### src/rtl/mem_read_arbiter.sv
`default_nettype none
// ============================================================================
// Module   : mem_read_arbiter
// Brief    : Round-robin, burst-bounded arbiter for the shared packet-memory
//            read port; tags each read and routes the returning block back.
// Revision : 1.0 - initial release
// ============================================================================
module mem_read_arbiter #(
    parameter int ADDR_W      = 16,
    parameter int BLOCK_BYTES = 4,
    parameter int DATA_WIDTH  = 8,
    parameter int NUM_PORTS   = 4,
    parameter int MEM_LAT     = 1,
    parameter int MAX_BURST   = 4
) (
    input  logic                                                 switch_clk,
    input  logic                                                 switch_rst_n,
    input  logic [NUM_PORTS-1:0]                                 req_re_i,
    input  logic [NUM_PORTS-1:0][ADDR_W-1:0]                     req_addr_i,
    output logic [NUM_PORTS-1:0]                                 req_gnt_o,
    output logic [NUM_PORTS-1:0]                                 rvalid_o,
    output logic [NUM_PORTS-1:0][BLOCK_BYTES-1:0][DATA_WIDTH-1:0] rdata_o,
    output logic                                                 mem_re_o,
    output logic [ADDR_W-1:0]                                    mem_raddr_o,
    input  logic [BLOCK_BYTES-1:0][DATA_WIDTH-1:0]               mem_rdata_i
);

    localparam int               PTR_W      = $clog2(NUM_PORTS);
    localparam int               CNT_W      = $clog2(MAX_BURST + 1);
    localparam logic [CNT_W-1:0] MAX_CNT    = CNT_W'(MAX_BURST);
    localparam logic [PTR_W:0]   NPORTS_EXT = (PTR_W + 1)'(NUM_PORTS);
    localparam logic [PTR_W-1:0] LAST_PORT  = PTR_W'(NUM_PORTS - 1);

    logic [PTR_W-1:0]              rr_ptr;
    logic [PTR_W-1:0]              owner;
    logic                          owner_vld;
    logic [CNT_W-1:0]              burst_cnt;
    logic [MEM_LAT-1:0]            tag_vld;
    logic [MEM_LAT-1:0][PTR_W-1:0] tag_port;

    logic                          owner_keeps;
    logic                          gnt_vld;
    logic [PTR_W-1:0]              gnt_port;
    logic [PTR_W:0]                cand_sum;
    logic [PTR_W-1:0]              next_ptr;
    logic                          same_burst;

    // Grant selection. The round-robin scan runs from the farthest offset
    // down to rr_ptr so the nearest requester is the last (winning) write.
    always_comb begin
        owner_keeps = owner_vld && req_re_i[owner] && (burst_cnt < MAX_CNT);
        gnt_vld     = 1'b0;
        gnt_port    = '0;
        cand_sum    = '0;
        if (owner_keeps) begin
            gnt_vld  = 1'b1;
            gnt_port = owner;
        end else begin
            for (int i = NUM_PORTS - 1; i >= 0; i--) begin
                cand_sum = {1'b0, rr_ptr} + (PTR_W + 1)'(i);
                if (cand_sum >= NPORTS_EXT) begin
                    cand_sum = cand_sum - NPORTS_EXT;
                end
                if (req_re_i[cand_sum[PTR_W-1:0]]) begin
                    gnt_vld  = 1'b1;
                    gnt_port = cand_sum[PTR_W-1:0];
                end
            end
        end
        // No read may be accepted while the block is held in reset.
        if (!switch_rst_n) begin
            gnt_vld = 1'b0;
        end
    end

    always_comb begin
        next_ptr   = (gnt_port == LAST_PORT) ? '0 : gnt_port + 1'b1;
        same_burst = owner_vld && (owner == gnt_port) && (burst_cnt < MAX_CNT);
    end

    always_ff @(posedge switch_clk or negedge switch_rst_n) begin
        if (!switch_rst_n) begin
            rr_ptr    <= '0;
            owner     <= '0;
            owner_vld <= 1'b0;
            burst_cnt <= '0;
        end else if (gnt_vld) begin
            rr_ptr    <= next_ptr;
            owner     <= gnt_port;
            owner_vld <= 1'b1;
            burst_cnt <= same_burst ? burst_cnt + 1'b1 : CNT_W'(1);
        end else begin
            owner_vld <= 1'b0;
            burst_cnt <= '0;
        end
    end

    // Requester tag travels alongside the memory access for MEM_LAT cycles.
    always_ff @(posedge switch_clk or negedge switch_rst_n) begin
        if (!switch_rst_n) begin
            tag_vld  <= '0;
            tag_port <= '0;
        end else begin
            tag_vld[0]  <= gnt_vld;
            tag_port[0] <= gnt_port;
            for (int s = 1; s < MEM_LAT; s++) begin
                tag_vld[s]  <= tag_vld[s-1];
                tag_port[s] <= tag_port[s-1];
            end
        end
    end

    assign mem_re_o    = gnt_vld;
    assign mem_raddr_o = gnt_vld ? req_addr_i[gnt_port] : '0;

    for (genvar p = 0; p < NUM_PORTS; p++) begin : g_port
        assign req_gnt_o[p] = gnt_vld && (gnt_port == PTR_W'(p));
        assign rvalid_o[p]  = tag_vld[MEM_LAT-1] && (tag_port[MEM_LAT-1] == PTR_W'(p));
        assign rdata_o[p]   = mem_rdata_i;
    end

endmodule
`default_nettype wire

### config.mk
export PLATFORM = sky130hd
export DESIGN_NAME = mem_read_arbiter
export DESIGN_NICKNAME = d
export VERILOG_FILES = /design/src/rtl/mem_read_arbiter.sv
export SDC_FILE = /design/constraint.sdc
export NUM_CORES = 1
export LEC_CHECK = 0
export BUFFER_PORTS_ARGS = -buffer_cell sky130_fd_sc_hd__buf_2
export CAP_MARGIN = 20
export CELL_PAD_IN_SITES_DETAIL_PLACEMENT = 1
export CELL_PAD_IN_SITES_GLOBAL_PLACEMENT = 1
export CORE_UTILIZATION = 21
export CTS_BUF_LIST = sky130_fd_sc_hd__clkbuf_2
export DETAILED_ROUTE_END_ITERATION = 7
export PLACE_DENSITY = 0.89
export SLEW_MARGIN = 30
export SYNTH_ARGS = -nofsm -noshare
export SYNTH_HDL_FRONTEND = slang
export SYNTH_SLANG_ARGS = --single-unit
### constraint.sdc
create_clock -name switch_clk -period 2.2 [get_ports switch_clk]
set_input_delay 0.11 -clock switch_clk [delete_from_list [all_inputs] [get_ports switch_clk]]
set_output_delay 0.11 -clock switch_clk [all_outputs]
set_load 0.02 [all_outputs]
==> flow_summary.toml, run 1 <==
[critical_path]
reg2regPathDepth = 10
cp_data_arrival_time_ps = 2300
cp_data_required_time_ps = 2090
path_class = "flip-flop to output pin"
ff2ff_setup_slack_ps = 50
startpoint_type = "flip-flop"
r2r_start = "rr_ptr[0]"
rr_endpoint = "burst_cnt[2]"
critPathCaptureType = "output pin"
crit_fanout = 5

[timing]
max_slew_margin_pct = 58.6
min_period_ps = 2410
rsz0062_at_grt = "true"
finalClockSkew_ps = 11.7
fmax_ghz = 0.415
finalSetupViolCount = 20
timing_hold_violations_final = 0
hold_ws_ps = 220
setup_slack_ps = -208
maxSlewViolCount = 0
tightest_slew_ps = 613
period_share_pct = 109

[drt]
wl_mm = 7.42
vias = 1894
first_pass_iters = 4
drtIter0Drc = 57
route.detailed.drc = 0
wl_per_cell_um = 17.6
ant_nets = 0
vias_per_cell = 4.49

[cts]
cts_buffers = 3
cts-root-buf = "clkbuf_2"
cts.sinks = 10
cts.clk_slew.worst_paths_ps = 110
cts_tree = "built"
clk-insertion-delay-late_ps = 280
h-tree-depth = 1
cts_buffer_depth = 2

[floorplanning]
ios = 255
floorplan.initialDensity_pct = 21.9
die_w_um = 103
rows = 36
die_height_um = 103
dieArea_sq_um = 10600
core_area_sq_um = 9820

[min_path]
hold_start = "mem_rdata_i[2]"
holdPathEnd = "rdata_o[98]"
hold_path.class = "input pin to output pin"
min_delay_path_depth = 0

[placement]
place.port_buffers = 94
routabilityCongestion = 0.744
numPlacedInstances = 396
place_ws_ps = -245
place_area_sq_um = 1950
dp_hpwl_mm = 5.01

[finish]
finalNetCount = 397
final_common_cell = "buf_2"
drive_above_1_share_pct = 66.4
fill_cells = 1188
fin_cells = 422
seq_area_sq_um = 250
multiInputGateArea_sq_um = 1070
layout-area-overhead-vs-synth_pct = 21.9
most-common-layout-cells = "75 x buf_2, 39 x buf_4, 38 x inv_1"
num_antenna_cells = 0
finalInstanceArea_sq_um = 2620

[logic_synthesis]
avgSynthCellArea_sq_um = 7.58
synth.cell_area_sq_um = 2150
syn_nets = 390
synth.area.top_cells = "buf_4 45%, dfrtp_1 12%, inv_1 7.2%"
ys_seq_area_share_pct = 11.7
synth_top_area_share_pct = 45.1
syn_inst = 283
synth-seq-cells = 10
yosys.area.top_type = "buf_4"
ys_types = 36
ys_warn_count = 0

[status]
status = "complete, but fails checks"
violations = "negative setup slack"

[grt]
grt_usage_pct = 12.6
grt_use_met1_pct = 12.1
grt_overflow = 0
grt_pass1_vias = 1930
grt_pass1_wl_mm = 9.90
grt_max_degree = 17
met2_usage_pct = 24.1
met3_usage_pct = 3.39
antenna_found_initial = 0
grt_most_used_layer = "met2"

[power]
power_mw = 2.63
cellPowerDensity_nw_per_um2 = 1010
leakage_nw = 1.31
ir_worst_vdd_v = 0.000282

[run]
max-cap-violations = 0
area by class of cell:
cell class              count  share of cell area, %
well taps                 133                   6.36
clock inverters             1                  0.144
multi-input cells          97                   41.0
inverters                  41                   5.98
clock buffers               3                  0.574
repair buffers            137                   36.4
flip-flops and latches     10                   9.57
registers in the layout, summed over array words and instances (netlist names):
| name | count |
|---|---|
| tag_port | 2 |
| owner_vld | 1 |
| rr_ptr | 2 |
| burst_cnt | 3 |
| owner | 2 |
routing by layer:
layer / up-vias / wire length (um) / part of all wire (%)
met5: - / 0 / 0
met2: 126 / 4020 / 54
met4: 0 / 359 / 4.8
met1: 877 / 2420 / 33
met3: 50 / 619 / 8.3
li1: 841 / - / -
per-stage QoR:
stage,utilization [%],setup TNS (ps)
2_1_floorplan,-,0
3_3_place_gp,19.9,-1560
3_5_place_dp,19.9,-3400
4_1_cts,24.0,-2210
5_1_grt,26.6,-5670
6_report,26.6,-3700
cells in the mapped netlist:
library cell	count
a211o_1	1
inv_1	41
nand2_1	12
clkbuf_1	2
a32o_1	1
a211oi_4	1
o41ai_1	2
and3b_1	1
a22oi_2	1
nor2_1	5
xnor2_1	1
buf_2	4
o221ai_1	16
o31ai_1	1
a21o_1	1
nor2b_1	1
o22ai_1	1
o21a_1	1
nand2b_1	2
and3_1	3
a2111oi_2	1
buf_4	129
nor3b_1	2
o31ai_2	1
and2_1	5
a32oi_1	16
a221oi_2	1
dfrtp_1	10
o21ai_0	4
ha_1	5
a22o_1	1
o211ai_1	1
a21oi_1	4
mux2_2	2
nor2_2	1
nand4_1	2
worst max-delay path: stages (launching register included):
cell and delay, ps:
dfrtp_1 430, mux2_4 340, a22oi_2 230, buf_4 160, buf_6 100, a32o_2 190, nand2_4 90, buf_8 150
o221ai_2 150, buf_4 170
power by group:
group | total [mW] | internal [mW] | switching, mW
registers | 0.307 | 0.241 | 0.0652
clock network | 0.110 | 0.0394 | 0.0704
logic | 2.22 | 1.08 | 1.14
worst max-delay path by stage:
stage / from / to / slack [ps] / cells after the start
finish: owner[0] / mem_raddr_o[11] / -210 / 9
global route: owner[1] / mem_raddr_o[11] / -300 / 11
global placement: rr_ptr[0] / mem_raddr_o[15] / -140 / 7
floorplan: owner[0] / mem_raddr_o[0] / 60 / 7
detailed placement: owner[0] / mem_raddr_o[14] / -250 / 7
CTS: owner[1] / mem_raddr_o[15] / -130 / 9
cells by family (layout without fill, tap and decap cells):
| group | Yosys count | in the layout | share of synthesized area [%] |
|---|---|---|---|
| and+or+nand+nor | 34 | 34 | 8.16 |
| xor gates and xnor gates | 1 | 1 | 0.408 |
| AOI/OAI and AO/OA | 55 | 55 | 22.2 |
| adders and majority gates | 5 | 5 | 2.92 |
| buffers and inverters | 176 | 182 | 53.6 |
| DFF | 10 | 10 | 11.7 |
| muxes | 2 | 2 | 1.05 |
timing repair:
action	CTS	global route
setup buffers	6	14
hold buffers	1	0
gates cloned	1	0
gates resized for setup	70	36
endpoints found under the setup margin	20	24
endpoints found under the hold margin	10	0
pin swaps	24	7
(Power assumes the default switching activity.)
==> inputs of run 2 (changes only) <==
--- a/config.mk
+++ b/config.mk
@@ -9,6 +9,7 @@
 export CAP_MARGIN = 20
 export CELL_PAD_IN_SITES_DETAIL_PLACEMENT = 1
 export CELL_PAD_IN_SITES_GLOBAL_PLACEMENT = 1
+export CORE_MARGIN = 2
 export CORE_UTILIZATION = 21
 export CTS_BUF_LIST = sky130_fd_sc_hd__clkbuf_2
 export DETAILED_ROUTE_END_ITERATION = 7
==> flow_summary.toml, run 2 (synthesis gave the netlist of run 1 again) <==
[floorplanning]
die_height_um = 105
core_area_sq_um = 9860
ios = 255
die_w_um = 105
floorplan.initialDensity_pct = 21.8
rows = 36
dieArea_sq_um = 11000

[cts]
clk-insertion-delay-late_ps = 250
cts.clk_slew.worst_paths_ps = 90
cts_buffers = 3
cts_tree = "built"
cts-root-buf = "clkbuf_2"
cts_buffer_depth = 2
cts.sinks = 10
h-tree-depth = 1

[status]
status = "complete, but fails checks"
violations = "negative setup slack"

[critical_path]
critPathCaptureType = "output pin"
ff2ff_setup_slack_ps = 80
startpoint_type = "flip-flop"
path_cells = "inv_2 > a22o_1 > buf_6 > a211oi_4 > buf_6 > o31ai_4 > buf_6 > buf_12 > a32oi_2 > o221ai_2 > buf_4"
max_stage_delay_ps = 390
cp_data_arrival_time_ps = 2310
cp_data_required_time_ps = 2090
crit_fanout = 4
path_class = "flip-flop to output pin"
crit_top_cell = "buf_6"
r2r_start = "rr_ptr[0]"
cp_slowest_cell = "dfrtp_1"
cp-startpoint = "rr_ptr[0]"

[finish]
most-common-layout-cells = "82 x buf_2, 39 x inv_1, 36 x buf_4"
layout-area-overhead-vs-synth_pct = 21.4
finalNetCount = 400
final_common_cell = "buf_2"
top_register = "burst_cnt"
finalInstanceArea_sq_um = 2610
num_antenna_cells = 0
largest_reg_flops = 3
drive_above_1_share_pct = 65.6
utilization_pct = 26.4

[timing]
min_period_ps = 2420
fmax_ghz = 0.414
setup-tns-final_ps = -3240
setup_slack_ps = -218
finalSetupViolCount = 20
rsz0062_at_grt = "true"
maxSlewViolCount = 0
max_slew_margin_pct = 64.5
timing_hold_violations_final = 0
period_share_pct = 110
finalClockSkew_ps = 0.700
tightest_slew_ps = 526

[drt]
vias = 1893
drtIter0Drc = 39
route.detailed.drc = 0
first_pass_iters = 4
wl_mm = 8.15
ant_nets = 0
vias_per_cell = 4.46
wl_per_cell_um = 19.2

[grt]
antenna_found_initial = 0
grt_pass1_wl_mm = 12.4
grt_pass1_vias = 2189
grt_max_degree = 17
grt_usage_pct = 14.4
grt_overflow = 0

[placement]
routabilityCongestion = 0.784
place.port_buffers = 94
place_area_sq_um = 1920
place_ws_ps = -507
dp_hpwl_mm = 5.63

[run]
max-cap-violations = 0

[min_path]
hold_path.class = "input pin to output pin"
hold_start = "mem_rdata_i[10]"

[power]
cellPowerDensity_nw_per_um2 = 1000
leakage_nw = 1.32
ir_worst_vdd_v = 0.000523
-- run 2: cell types whose count changed in the layout (fill, tap and decap cells not counted), moves of 2 or more --
cell / before / now
o221ai_1: 0 / 9
buf_2: 75 / 82
o221ai_2: 12 / 5
a32oi_1: 13 / 9
buf_4: 39 / 36
a32oi_2: 3 / 5
a32oi_4: 0 / 2
and2_4: 3 / 5
buf_6: 18 / 16
dfrtp_1: 10 / 8
dfrtp_2: 0 / 2
o221ai_4: 4 / 2
-- run 2: layout make-up --
cell class              instances  area (sq um)
repair buffers                140           973
clock buffers                   3          15.0
flip-flops and latches         10           253
well taps                     133           166
fillers                      1177          7260
multi-input cells              97          1040
inverters                      41           154
-- run 2: worst paths after layout --
check,endpoint,cells after the start
max in group asynchronous,owner[1],2
min in group asynchronous,burst_cnt[0],2
hold / removal,rdata_o[42],0
setup / recovery,mem_raddr_o[0],11
setup reg to reg,burst_cnt[2],10
hold reg to reg,burst_cnt[0],1
-- run 2: power by group --
part           switching [mW]  leakage (nW)  total (mW)  internal [mW]
Clock                  0.0597        0.0125      0.0969         0.0372
Sequential             0.0736         0.123       0.317          0.243
Combinational            1.13          1.19        2.20           1.06
Total                    1.27          1.32        2.61           1.35
-- run 2: routing by layer --
metal | track usage, % | wire length, um
met2 | 26.8 | 4280
met4 | 6.67 | 297
met1 | 15.2 | 2980
met3 | 3.49 | 593
met5 | 0 | 0
-- run 2: what timing repair did --
item	4_1_cts	5_1_grt
hold endpoints to repair	10	0
setup buffers	22	5
gates cloned	2	0
resized for setup	76	16
setup endpoints to repair	20	23
pin swaps	16	13
hold buffers	1	0
-- run 2: metrics by stage --
stage	std cells	hold WS [ps]	power, mW
after global placement	392	-21.2	1.60
after detailed placement	392	-17.0	1.68
after CTS	420	220	2.44
after floorplan	283	-186	1.44
final	424	220	2.61
after global routing	424	220	2.78
-- run 2: critical path: cells and delay by family (launching register included) --
kind | cells | cell delay, ps
buf+inv | 6 | 780
flops | 1 | 390
compound gates | 5 | 870
==> inputs of run 3 (changes only) <==
--- a/config.mk
+++ b/config.mk
@@ -5,15 +5,15 @@
 export SDC_FILE = /design/constraint.sdc
 export NUM_CORES = 1
 export LEC_CHECK = 0
-export BUFFER_PORTS_ARGS = -buffer_cell sky130_fd_sc_hd__buf_2
+export BUFFER_PORTS_ARGS = -buffer_cell sky130_fd_sc_hd__clkbuf_2
 export CAP_MARGIN = 20
 export CELL_PAD_IN_SITES_DETAIL_PLACEMENT = 1
 export CELL_PAD_IN_SITES_GLOBAL_PLACEMENT = 1
 export CORE_MARGIN = 2
-export CORE_UTILIZATION = 21
+export CORE_UTILIZATION = 23
 export CTS_BUF_LIST = sky130_fd_sc_hd__clkbuf_2
 export DETAILED_ROUTE_END_ITERATION = 7
-export PLACE_DENSITY = 0.89
+export PLACE_DENSITY = 0.95
 export SLEW_MARGIN = 30
 export SYNTH_ARGS = -nofsm -noshare
 export SYNTH_HDL_FRONTEND = slang
==> constraint.sdc (replaced) <==
create_clock -name switch_clk -period 3.03 [get_ports switch_clk]
set_input_delay 0.1515 -clock switch_clk [delete_from_list [all_inputs] [get_ports switch_clk]]
set_output_delay 0.1515 -clock switch_clk [all_outputs]
set_load 0.02 [all_outputs]
==> flow_summary.toml, run 3 (synthesis gave the netlist of run 1 again) <==
[critical_path]
crit_family = "compound AO/OA/AOI/OAI gates"
path_cells = "nor3b_1 > nand2_1 > o21ai_0 > o22ai_4 > a32oi_1 > o221ai_1 > clkbuf_2"
crit_fanout = 16
max_stage_delay_ps = 500
rr_endpoint = "rr_ptr[0]"
cp_slowest_cell = "nor3b_1"
cp_data_required_time_ps = 2880
ff2ff_setup_slack_ps = 710
startpoint_type = "flip-flop"
r2r_start = "owner[1]"
cp_data_arrival_time_ps = 2640
reg2regPathDepth = 6
critPathCaptureType = "output pin"
crit_cells = 7
path_class = "flip-flop to output pin"
path_buf_inv = 1

[floorplanning]
die_w_um = 101
die_height_um = 101
core_area_sq_um = 9150
ios = 255
rows = 35
dieArea_sq_um = 10100
floorplan.initialDensity_pct = 23.4

[timing]
hold_ws_ps = 303
min_period_ps = 2790
timing_hold_violations_final = 0
period_share_pct = 92.2
max_slew_margin_pct = 56.5
rsz0062_at_grt = "false"
fmax_ghz = 0.358
setup_slack_ps = 237
tightest_slew_ps = 652
maxSlewViolCount = 0
finalClockSkew_ps = 0.455
finalSetupViolCount = 0
setup-tns-final_ps = 0

[cts]
cts_tree = "built"
cts-root-buf = "clkbuf_2"
cts_buffer_depth = 2
cts_buffers = 3
h-tree-depth = 1
post_cts.repair.setup_buffers = 0
cts.sinks = 10
cts.clk_slew.worst_paths_ps = 90
clk-insertion-delay-late_ps = 240

[placement]
place_ws_ps = 347
place_area_sq_um = 1800
place.port_buffers = 94
routabilityCongestion = 0.739
dp_hpwl_mm = 5.18
numPlacedInstances = 357

[drt]
vias = 1666
wl_per_cell_um = 18.2
wl_mm = 6.57
ant_nets = 0
drtIter0Drc = 40
vias_per_cell = 4.61
first_pass_iters = 4
route.detailed.drc = 0

[finish]
layout-area-overhead-vs-synth_pct = -14.6
num_antenna_cells = 0
top_register = "burst_cnt"
largest_reg_flops = 3
seq_area_sq_um = 250
final_common_cell = "clkbuf_2"
fill_cells = 1146
finalNetCount = 359
multiInputGateArea_sq_um = 763
utilization_pct = 20.0
fin_cells = 361
finalInstanceArea_sq_um = 1830
most-common-layout-cells = "97 x clkbuf_2, 41 x inv_1, 16 x a32oi_1, 16 x o221ai_1, 11 x nand2_1"
drive_above_1_share_pct = 44.8

[grt]
grt_pass1_vias = 1735
grt_max_degree = 17
grt_overflow = 0
grt_usage_pct = 12.2
grt_pass1_wl_mm = 9.45
antenna_found_initial = 0

[power]
power_mw = 1.22
leakage_nw = 1.02
cellPowerDensity_nw_per_um2 = 664
ir_worst_vdd_v = 0.000178

[min_path]
hold_start = "mem_rdata_i[14]"
min_delay_path_depth = 0
holdPathEnd = "rdata_o[110]"
hold_path.class = "input pin to output pin"

[status]
status = "completed"

[run]
max-cap-violations = 0
## run 3: cell types whose count changed in the layout (fill, tap and decap cells not counted), moves of 4 or more
cell	previous run	this run
clkbuf_2	3	97
buf_2	82	0
buf_4	36	4
buf_6	16	0
a32oi_1	9	16
o221ai_1	9	16
a32oi_2	5	0
and2_1	0	5
and2_4	5	0
o221ai_2	5	0
ha_1	1	5
## run 3: worst max-delay path by stage
stage,start,endpoint,slack [ps]
4_1_cts,owner[1],mem_raddr_o[15],50
3_3_place_gp,owner[0],mem_raddr_o[13],510
6_report,owner[1],mem_raddr_o[15],240
3_5_place_dp,owner[1],mem_raddr_o[15],350
5_1_grt,owner[0],mem_raddr_o[13],70
2_1_floorplan,owner[0],mem_raddr_o[0],850
## run 3: metal layers
layer | track usage (%) | vias up | wire length [um]
li1 | - | 763 | -
met1 | 13.4 | 772 | 2520
met2 | 21.5 | 104 | 3290
met3 | 3.95 | 27 | 595
met4 | 5.27 | 0 | 166
met5 | 0 | - | 0
## run 3: area by class of cell
type	instances	area share (%)
multi-input cells	97	41.7
repair buffers	99	27.9
flip-flops and latches	10	13.7
inverters	41	8.40
well taps	111	7.58
clock buffers	3	0.820
## run 3: power by group
group | internal [mW] | switching, mW
Clock | 0.0270 | 0.0420
Combinational | 0.327 | 0.592
Sequential | 0.175 | 0.0531
Total | 0.529 | 0.687
## run 3: timing repair
action | 4_1_cts | 5_1_grt
hold buffers | 1 | 0
endpoints found under the setup margin | 0 | 16
hold endpoints to repair | 10 | 0
gates resized for setup | 0 | 3
